### src/rtl/neural_nexus_core.sv
// neural_nexus_core: two-stage temporal blend of current/next frame pixels.
// pixel_out = round((pixel_t*w_t + pixel_t1*w_t1) / 256), w_t from mask with
// mask 255 promoted to 256 so both endpoints pass a pixel through exactly.
module neural_nexus_core #(
   parameter int DATA_W = 8
) (
   input  logic              clk,
   input  logic              rst_n,      // active-high synchronous reset
   input  logic [DATA_W-1:0] pixel_t,
   input  logic [DATA_W-1:0] pixel_t1,
   input  logic [DATA_W-1:0] mask,
   output logic [DATA_W-1:0] pixel_out
);

   localparam int W_W    = DATA_W + 1;          // weight width (0..256)
   localparam int PROD_W = DATA_W + W_W;        // product width
   localparam logic [W_W-1:0]    W_FULL  = W_W'(1 << DATA_W);
   localparam logic [PROD_W-1:0] ROUND_C = PROD_W'(1 << (DATA_W - 1));

   logic [W_W-1:0]    w_wt;
   logic [W_W-1:0]    w_wt1;
   logic [PROD_W-1:0] w_prod_t;
   logic [PROD_W-1:0] w_prod_t1;
   logic [PROD_W-1:0] w_sum;
   logic [DATA_W-1:0] w_blend;

   logic [PROD_W-1:0] r_prod_t;
   logic [PROD_W-1:0] r_prod_t1;

   assign w_wt      = (mask == {DATA_W{1'b1}}) ? W_FULL : {1'b0, mask};
   assign w_wt1     = W_FULL - w_wt;
   assign w_prod_t  = PROD_W'(pixel_t)  * PROD_W'(w_wt);
   assign w_prod_t1 = PROD_W'(pixel_t1) * PROD_W'(w_wt1);

   assign w_sum = r_prod_t + r_prod_t1 + ROUND_C;

   // Sum cannot reach bit PROD_W-1 with in-range weights; clamp kept as a guard.
   assign w_blend = w_sum[PROD_W-1] ? {DATA_W{1'b1}} : w_sum[2*DATA_W-1:DATA_W];

   // Stage 1: register both weighted products; reset flushes in-flight samples.
   always_ff @(posedge clk) begin
      if (rst_n) begin
         r_prod_t  <= '0;
         r_prod_t1 <= '0;
      end else begin
         r_prod_t  <= w_prod_t;
         r_prod_t1 <= w_prod_t1;
      end
   end

   // Stage 2: round, scale down and register the output pixel.
   always_ff @(posedge clk) begin
      if (rst_n) begin
         pixel_out <= '0;
      end else begin
         pixel_out <= w_blend;
      end
   end

endmodule

### config.mk
export PLATFORM = sky130hd
export DESIGN_NAME = neural_nexus_core
export DESIGN_NICKNAME = d
export VERILOG_FILES = /design/src/rtl/neural_nexus_core.sv
export SDC_FILE = /design/constraint.sdc
export NUM_CORES = 1
export LEC_CHECK = 0
export CAP_MARGIN = 20
export CORE_AREA = 2 2 121 123
export DETAILED_ROUTE_END_ITERATION = 8
export DIE_AREA = 0 0 123 125
export PLACE_DENSITY = 0.65
export SLEW_MARGIN = 40
export SYNTH_ARGS = -nofsm -noshare
export SYNTH_HDL_FRONTEND = slang
export SYNTH_SLANG_ARGS = --single-unit
### constraint.sdc
create_clock -name clk -period 8.23 [get_ports clk]
set_clock_uncertainty 0.05 [all_clocks]
set_input_delay 1.646 -clock clk [delete_from_list [all_inputs] [get_ports clk]]
set_output_delay 1.646 -clock clk [all_outputs]
set_load 0.01 [all_outputs]
==> metrics.csv, run 1 <==
metric;value;unit
hp-class;reg2reg;
start_util;46.9;%
cts_tree;built;
max_slew_margin;51.4;%
antenna_found_initial;0;
rsz0062_at_grt;no;
die_w;123;um
wl;14.8;mm
startpoint;mask[5];
crit_end;r_prod_t1[16];
area_delta_synth_final;9.90;%
worstSkewPairLatency;0.28;ns
diodes;0;
vias_per_cell;5.36;
netlist_instances;745;
rrSetupSlack;5.47;ns
layout.nets;985;
grt_pass1_vias;5441;
use_met2;33.7;%
synth_seq_cells;42;
final_max_slew_viol_count;0;
synth-main-ff-cell;dfxtp_1;
post-place-ws;0.434;ns
die-area;15400;um^2
startpoint_type;input port;
finalHoldViolCount;0;
total_leakage_power;3.76;nW
fin_crit;7.54;ns
postCtsHoldBufs;0;
drive_above_1_share;2.98;%
setup_slack;0.689;ns
synth_seq_area_share;12.6;%
yosys.area_share.simple;19.7;%
drc_errors;0;
ioPinCount;34;
dp_hpwl;12.3;mm
synth_xor_area_share;4.47;%
outcome;finished, final reports clean;
nFillCells;1371;
max_freq;133;MHz
std_cell_rows;44;
gp_congestion;0.876;
synth_top_family_by_area;adder cells;
met1_usage;27.8;%
core_area;14200;um^2
ys_warn_count;0;
synthDistinctLibCells;51;
cellPowerDensity;239;nW/um^2
die_y;125;um
grt.met3_usage;4.70;%
antenna_left;0;
synth_compound_area_share;9.68;%
cp_max_fo;12;
cts_resized;0;
htreeDepth;2;
reg2reg_depth;10;
synth-async-reset-ratio;0;%
port_buffers;33;
firstDrtPassIters;4;
tightest_slew;0.724;ns
grt_overflow;0;
criticalPathCategory;in2reg;
cts_max_path_buffers;2;
crit_required;8.34;ns
vias;5124;
drt_iter0_drc;236;
period_share;91.6;%
r2r_start;r_prod_t[7];
setup_violations;0;
busiest_layer;met2;
synth.net_count;959;
grt_max_degree;46;
wire_per_inst;15.5;um
syn-cell-area;6660;um^2
synthAdderAreaFrac;44.8;%
arrival;7.65;ns
gr-usage-all-layers;20.4;%
reg2reg_to;pixel_out[6];
cts.sinks;42;
avgSynthCellArea;8.94;um^2
end_kind;flip-flop;
synthMuxAreaShare;0.827;%
synth_edf_count;0;
peakVddDrop;101;uV
cts_setup_buffers;0;
clkSlewWorstSetupHoldPaths;0.06;ns
cap_viol_max_count;0;
tns;0;ns
numCtsBuffers;5;
cts-root-buf;clkbuf_16;
grt_pass1_wl;25.5;mm
==> cell usage in the layout, fill, tap and decap left out, types with 20 or more instances in the layout <==
cell,instances
fa_1,84
and2_1,57
o21ai_0,29
xor2_1,20
nand3_1,21
nand2_1,41
nor2_1,42
inv_1,115
dfxtp_1,42
and3_1,39
clkdlybuf4s50_1,33
ha_1,104
==> flip-flops by register name, indices dropped and copies added (netlist names) <==
name / count
pixel_out: 8
r_prod_t: 17
r_prod_t1: 17
==> worst min path at each step <==
| stage | startpoint | end | depth (start not counted) |
|---|---|---|---|
| after floorplan | r_prod_t1[16] | pixel_out[1] | 4 |
| after global placement | r_prod_t1[16] | pixel_out[1] | 4 |
| after detailed placement | r_prod_t1[16] | pixel_out[5] | 4 |
| after CTS | r_prod_t1[16] | pixel_out[5] | 4 |
| after global routing | r_prod_t1[14] | pixel_out[7] | 4 |
| final | r_prod_t1[16] | pixel_out[5] | 4 |
==> metrics by stage <==
stage                     power [mW]  util [%]  instances  cell area, um^2  hold slack (ns)
after floorplan                 1.25         -        745             6660            0.654
after global placement          1.53      50.5        948             7170            0.775
after detailed placement        1.56      50.5        948             7170            0.769
after CTS                       1.76      51.5        956             7320            0.786
after global routing            1.96      51.5        956             7320            0.908
final                           1.75      51.5        956             7320            0.789
==> cell usage after synthesis (all sizes together), types with 3 or more instances <==
master	instances	share of area, %
inv	115	6.5
ha	104	20
fa	84	25
and2	58	5.5
dfxtp	42	13
nand2	42	2.5
nor2	42	2.4
and3	39	3.7
o21ai	29	2.2
nand3	21	1.6
xor2	20	2.6
a21oi	18	1.4
clkbuf	17	0.98
nor2b	14	1.3
xnor2	14	1.8
a211oi	12	1.4
a21o	11	1.2
nor3	7	0.53
and4	5	0.66
nand2b	5	0.47
a31oi	4	0.38
buf	4	0.47
mux2i	3	0.83
nand4	3	0.28
o21a	3	0.34
o31a	3	0.39
==> power by group <==
| part | internal, mW | switching, mW | leakage (nW) |
|---|---|---|---|
| Combinational | 0.560 | 0.710 | 3.34 |
| Sequential | 0.274 | 0.0205 | 0.348 |
| Clock | 0.112 | 0.0744 | 0.0708 |
==> cells by family (layout without fill, tap and decap cells) <==
kind of cell | Yosys count | in the layout
fa+ha+maj | 188 | 188
mux | 3 | 3
buf+inv | 136 | 163
flops | 42 | 42
xor+xnor | 34 | 34
compound gates | 98 | 98
simple gates | 244 | 244
==> area by class of cell <==
class,count,area [um^2],area share [%]
Tap cell,184,230,3.15
Clock buffer,6,129,1.76
Multi-Input combinational cell,567,5290,72.3
Timing Repair Buffer,40,383,5.23
Sequential cell,42,841,11.5
Clock inverter,2,13.8,0.188
Inverter,115,432,5.90
==> critical path, cell delays in order <==
cell and delay [ns]:
clkdlybuf4s50_1 0.73, and4_1 0.42, nand2_4 0.14, nand2_1 0.18, ha_1 0.40, mux2i_4 0.42, and2_1 0.22, fa_1 0.45
fa_1 0.51, fa_1 0.50, inv_1 0.05, fa_1 0.47, inv_1 0.04, ha_1 0.31, or2_2 0.31, a21boi_0 0.18
a31o_2 0.30, o21ai_0 0.20, xnor2_1 0.14, nor2_1 0.05
==> metal layers <==
metal / part of all wire (%) / vias to the layer above
li1: - / 2509
met1: 46 / 2479
met2: 47 / 122
met3: 5.3 / 14
met4: 1.1 / 0
met5: 0 / -
Power figures use the tool's default switching activity.
==> inputs of run 2 (changes only) <==
Settings changed: DONT_BUFFER_PORTS set to 1, PLACE_DENSITY 0.65 to unset.
==> run 2 against run 1 <==
  * Via count is 3.4% lower
  * Global-route usage is 0.66 points lower
  * Critical endpoint unchanged
  * Wire length is 3.4% lower
  * Combinational power is 5% lower
  * Highest routed layer unchanged
  * Worst setup slack better by 0.34 ns
==> metrics.csv, run 2 (synthesis gave the netlist of run 1 again) <==
metric;value;unit
antenna_left;0;
cellPowerDensity;249;nW/um^2
cts-root-buf;clkbuf_16;
clkSlewWorstSetupHoldPaths;0.06;ns
tns;0;ns
arrival;7.32;ns
met2WireLength;6.68;mm
wl;14.3;mm
min_delay_path_depth;4;
max_freq;139;MHz
nFillCells;1379;
cp_num_buf_inv;2;
antenna_found_initial;0;
drt_iter0_drc;302;
htreeDepth;2;
vias;4952;
rrSetupSlack;5.50;ns
wl_met3;595;um
dp_hpwl;11.9;mm
finalNonFillerCells;915;
power;1.73;mW
min_to;pixel_out[5];
cp_max_fo;55;
multi_input_area;5290;um^2
outcome;finished, final reports clean;
cp_slowest_cell;xnor2_1;
area_delta_synth_final;4.55;%
grt_overflow;0;
cts_tree;built;
worstSkewPairLatency;0.28;ns
reg2reg_to;pixel_out[6];
firstDrtPassIters;5;
cpLargestDelayFamily;adder cells;
total_leakage_power;3.61;nW
setup_slack;1.03;ns
hp-class;reg2reg;
period_share;87.5;%
start_util;46.9;%
grt_pass1_vias;5077;
reg2reg_depth;10;
final_max_slew_viol_count;0;
criticalPathCategory;in2reg;
die_y;125;um
top_regs;r_prod_t1 (17), r_prod_t (17), pixel_out (8);
startpoint_type;input port;
dp_cells;908;
mostFrequentLayoutCells;115 x inv_1, 104 x ha_1, 84 x fa_1;
core_area;14200;um^2
die_w;123;um
worstPathCellList;and4_1 -> and4_1 -> nand2_4 -> nand2_1 -> ha_1 -> xnor2_1 -> and2_1 -> fa_1 -> fa_1 -> fa_1 -> inv_1 -> fa_1 -> inv_1 -> ha_1 -> or2_2 -> a21boi_0 -> a31o_2 -> o21ai_0 -> xnor2_1 -> nor2_1;
vias_per_cell;5.41;
hold_ws;0.806;ns
grt_max_degree;56;
ioPinCount;34;
wl_met1;6.87;mm
peakVddDrop;110;uV
cts.sinks;42;
cts_setup_buffers;0;
max_slew_margin;48.0;%
drc_errors;0;
final_area;6960;um^2
drive_above_1_share;2.19;%
cpMostUsedCell;fa_1;
place_area;6790;um^2
cpPeakStageDelay;0.61;ns
finalHoldViolCount;0;
gp_congestion;0.870;
cts_resized;0;
port_buffers;0;
min_from;r_prod_t1[16];
gr-usage-all-layers;19.8;%
end_kind;flip-flop;
numCtsBuffers;5;
die-area;15400;um^2
fin_crit;7.20;ns
cts_max_path_buffers;2;
grt_pass1_wl;24.7;mm
postLayoutCoreUtil;49.0;%
postCtsHoldBufs;0;
top_layer;met4;
layout.nets;945;
rsz0062_at_grt;no;
layout_commonest_cell;inv_1;
r2r_start;r_prod_t1[7];
wire_per_inst;15.6;um
tightest_slew;0.778;ns
post-place-ws;0.773;ns
crit_required;8.36;ns
std_cell_rows;44;
setup_violations;0;
regArea;841;um^2
cap_viol_max_count;0;
diodes;0;
## run 2: cell count changes in the layout (fill, tap and decap cells not counted)
cell,change
clkbuf_1,-1
clkdlybuf4s50_1,-33
buf_4,-7
clkinv_2,-1
clkinv_4,-1
bufinv_16,+1
clkbuf_8,+1
## run 2: routing by layer
metal	vias to the layer above	global-route usage (%)
met1	2387	28.4
met4	0	3.54
met5	-	0
met3	14	2.05
li1	2427	-
met2	124	32.7
## run 2: worst max path at each step
stage	slack, ns	end	startpoint	cells after the start
finish	1.03	r_prod_t1[16]	mask[0]	20
global route	0.67	r_prod_t1[16]	mask[0]	21
CTS	1.06	r_prod_t1[16]	mask[0]	21
detailed placement	0.77	r_prod_t1[16]	mask[0]	21
global placement	0.97	r_prod_t1[16]	mask[0]	20
floorplan	1.29	r_prod_t1[16]	mask[1]	23
## run 2: worst register-to-register path, cell delays in order (launching register included)
cell      delay [ns]
dfxtp_1         0.32
inv_1           0.05
ha_1            0.26
inv_1           0.04
ha_1            0.29
nand4_1         0.09
a211oi_1        0.44
nor3_1          0.13
o21ai_0         0.25
mux2i_1         0.48
o21ai_0         0.19
## run 2: area by class of cell
| class | count | share of cell area, % |
|---|---|---|
| Multi-Input combinational cell | 567 | 76.0 |
| Sequential cell | 42 | 12.1 |
| Inverter | 115 | 6.20 |
| Tap cell | 184 | 3.31 |
| Clock buffer | 6 | 2.00 |
| Clock inverter | 1 | 0.431 |
## run 2: power by group
group	leakage, nW	switching (mW)	internal (mW)
Clock	0.0829	0.0718	0.149
Sequential	0.348	0.0299	0.274
Combinational	3.18	0.687	0.522
Total	3.61	0.789	0.946
==> inputs of run 3 (changes only) <==
Settings changed: HOLD_SLACK_MARGIN set to 0.06, PLACE_DENSITY_LB_ADDON set to 0.3, TNS_END_PERCENT set to 5.
==> run 3 against run 2 <==
  * Largest power group unchanged
  * Highest routed layer unchanged
  * Count of clock-buffer cells in the layout stayed put
  * First-iteration DRC count is 4.3% higher
  * Fmax is 0.55% higher
  * Sequential share of layout area hardly changed
  * Critical endpoint is now r_prod_t1[15]
  * Sequential power hardly changed
  * Cell area hardly changed
  * Total power is 0.56% higher
  * Final cell count is 0.11% higher
==> metrics.csv, run 3 (synthesis gave the netlist of run 1 again) <==
metric;value;unit
mostFrequentLayoutCells;115 x inv_1, 104 x ha_1, 84 x fa_1;
max_freq;140;MHz
drc_errors;0;
cp_max_fo;55;
grt_pass1_vias;5086;
port_buffers;0;
diodes;0;
cts-root-buf;clkbuf_16;
htreeDepth;2;
start_util;46.9;%
std_cell_rows;44;
cap_viol_max_count;0;
finalHoldViolCount;0;
total_leakage_power;3.61;nW
post-place-ws;0.804;ns
clock_power_share;12.4;%
area_delta_synth_final;4.51;%
cellPowerDensity;251;nW/um^2
regArea;841;um^2
core_area;14200;um^2
max_slew_margin;43.8;%
use_met2;32.4;%
cts_setup_buffers;0;
nFillCells;1306;
tightest_slew;0.837;ns
p_comb_share;70.2;%
postCtsHoldBufs;0;
wire_per_inst;15.8;um
grt_max_degree;56;
rsz0062_at_grt;no;
cts_tree;built;
cts_resized;0;
multi_input_area;5290;um^2
die-area;15400;um^2
die_y;125;um
hp-class;reg2reg;
peakVddDrop;116;uV
gp_congestion;0.887;
gr-usage-all-layers;19.5;%
wl;14.5;mm
drt_iter0_drc;315;
grt_pass1_wl;24.5;mm
antenna_left;0;
antenna_found_initial;0;
final_max_slew_viol_count;0;
numCtsBuffers;5;
startpoint_type;input port;
criticalPathCategory;in2reg;
grt_overflow;0;
cts.sinks;42;
layout.nets;945;
fin_crit;7.16;ns
internal-power;0.943;mW
die_w;123;um
met1_usage;27.2;%
cts_max_path_buffers;2;
worstSkewPairLatency;0.28;ns
busiest_layer;met2;
power;1.74;mW
period_share;87.0;%
p_switching;0.802;mW
outcome;finished, final reports clean;
arrival;7.28;ns
vias;4973;
end_kind;flip-flop;
ioPinCount;34;
drive_above_1_share;2.19;%
p_sw_share;45.9;%
power.share.sequential;17.4;%
tns;0;ns
crit_required;8.35;ns
vias_per_cell;5.43;
firstDrtPassIters;5;
top_regs;r_prod_t1 (17), r_prod_t (17), pixel_out (8);
grt.met3_usage;3.28;%
setup_slack;1.07;ns
setup_violations;0;
clkSlewWorstSetupHoldPaths;0.06;ns
layout_commonest_cell;inv_1;
dp_hpwl;11.9;mm
[run 3: changes by cell type in the layout (fill, tap and decap cells not counted), sizes merged]
cell | before | now
clkinvlp | 0 | 1
[run 3: area by class of cell]
class,count,area share [%]
Clock buffer,6,1.85
Clock inverter,2,0.539
Tap cell,184,3.31
Sequential cell,42,12.1
Inverter,115,6.20
Multi-Input combinational cell,567,76.0
[run 3: critical path, cell delays in order]
cell and delay (ns):
and4_1 0.17, and4_1 0.28, nand2_4 0.41, nand2_1 0.19, ha_1 0.36, xnor2_1 0.54, nand2_1 0.16, fa_1 0.53
fa_1 0.49, inv_1 0.05, fa_1 0.47, inv_1 0.05, fa_1 0.47, inv_1 0.04, ha_1 0.31, o21a_1 0.12
o31a_1 0.13, o41a_1 0.37, a31oi_1 0.24, xor2_1 0.19, nor2_1 0.05
[run 3: routing by layer]
layer / wire, um / up-vias
met4: 178 / 0
met5: 0 / -
met1: 6540 / 2360
met3: 939 / 16
met2: 6810 / 168
li1: - / 2429
[run 3: stage by stage]
step                      cells  cell area [um^2]  utilization (%)  hold slack (ns)
after detailed placement    908              6790             47.8            0.762
after CTS                   916              6960             49.0            0.781
after floorplan             745              6660                -            0.654
after global placement      908              6790             47.8            0.776
after global routing        916              6960             49.0            0.910
final                       916              6960             49.0            0.760
[run 3: worst paths after layout]
kind | start | to | slack (ns) | depth (start not counted)
worst min register to register | r_prod_t1[16] | pixel_out[6] | 0.76 | 4
worst min-delay path | r_prod_t1[16] | pixel_out[6] | 0.76 | 4
worst max-delay path | mask[0] | r_prod_t1[15] | 1.07 | 21
worst max register to register | r_prod_t1[7] | pixel_out[2] | 5.51 | 10
[run 3: power groups by stage]
stage	combinational [mW]	sequential, mW	clock, mW
2_1_floorplan	0.954	0.300	0
3_3_place_gp	1.17	0.308	0
3_5_place_dp	1.21	0.310	0
4_1_cts	1.22	0.305	0.220
5_1_grt	1.39	0.310	0.231
6_report	1.22	0.304	0.216
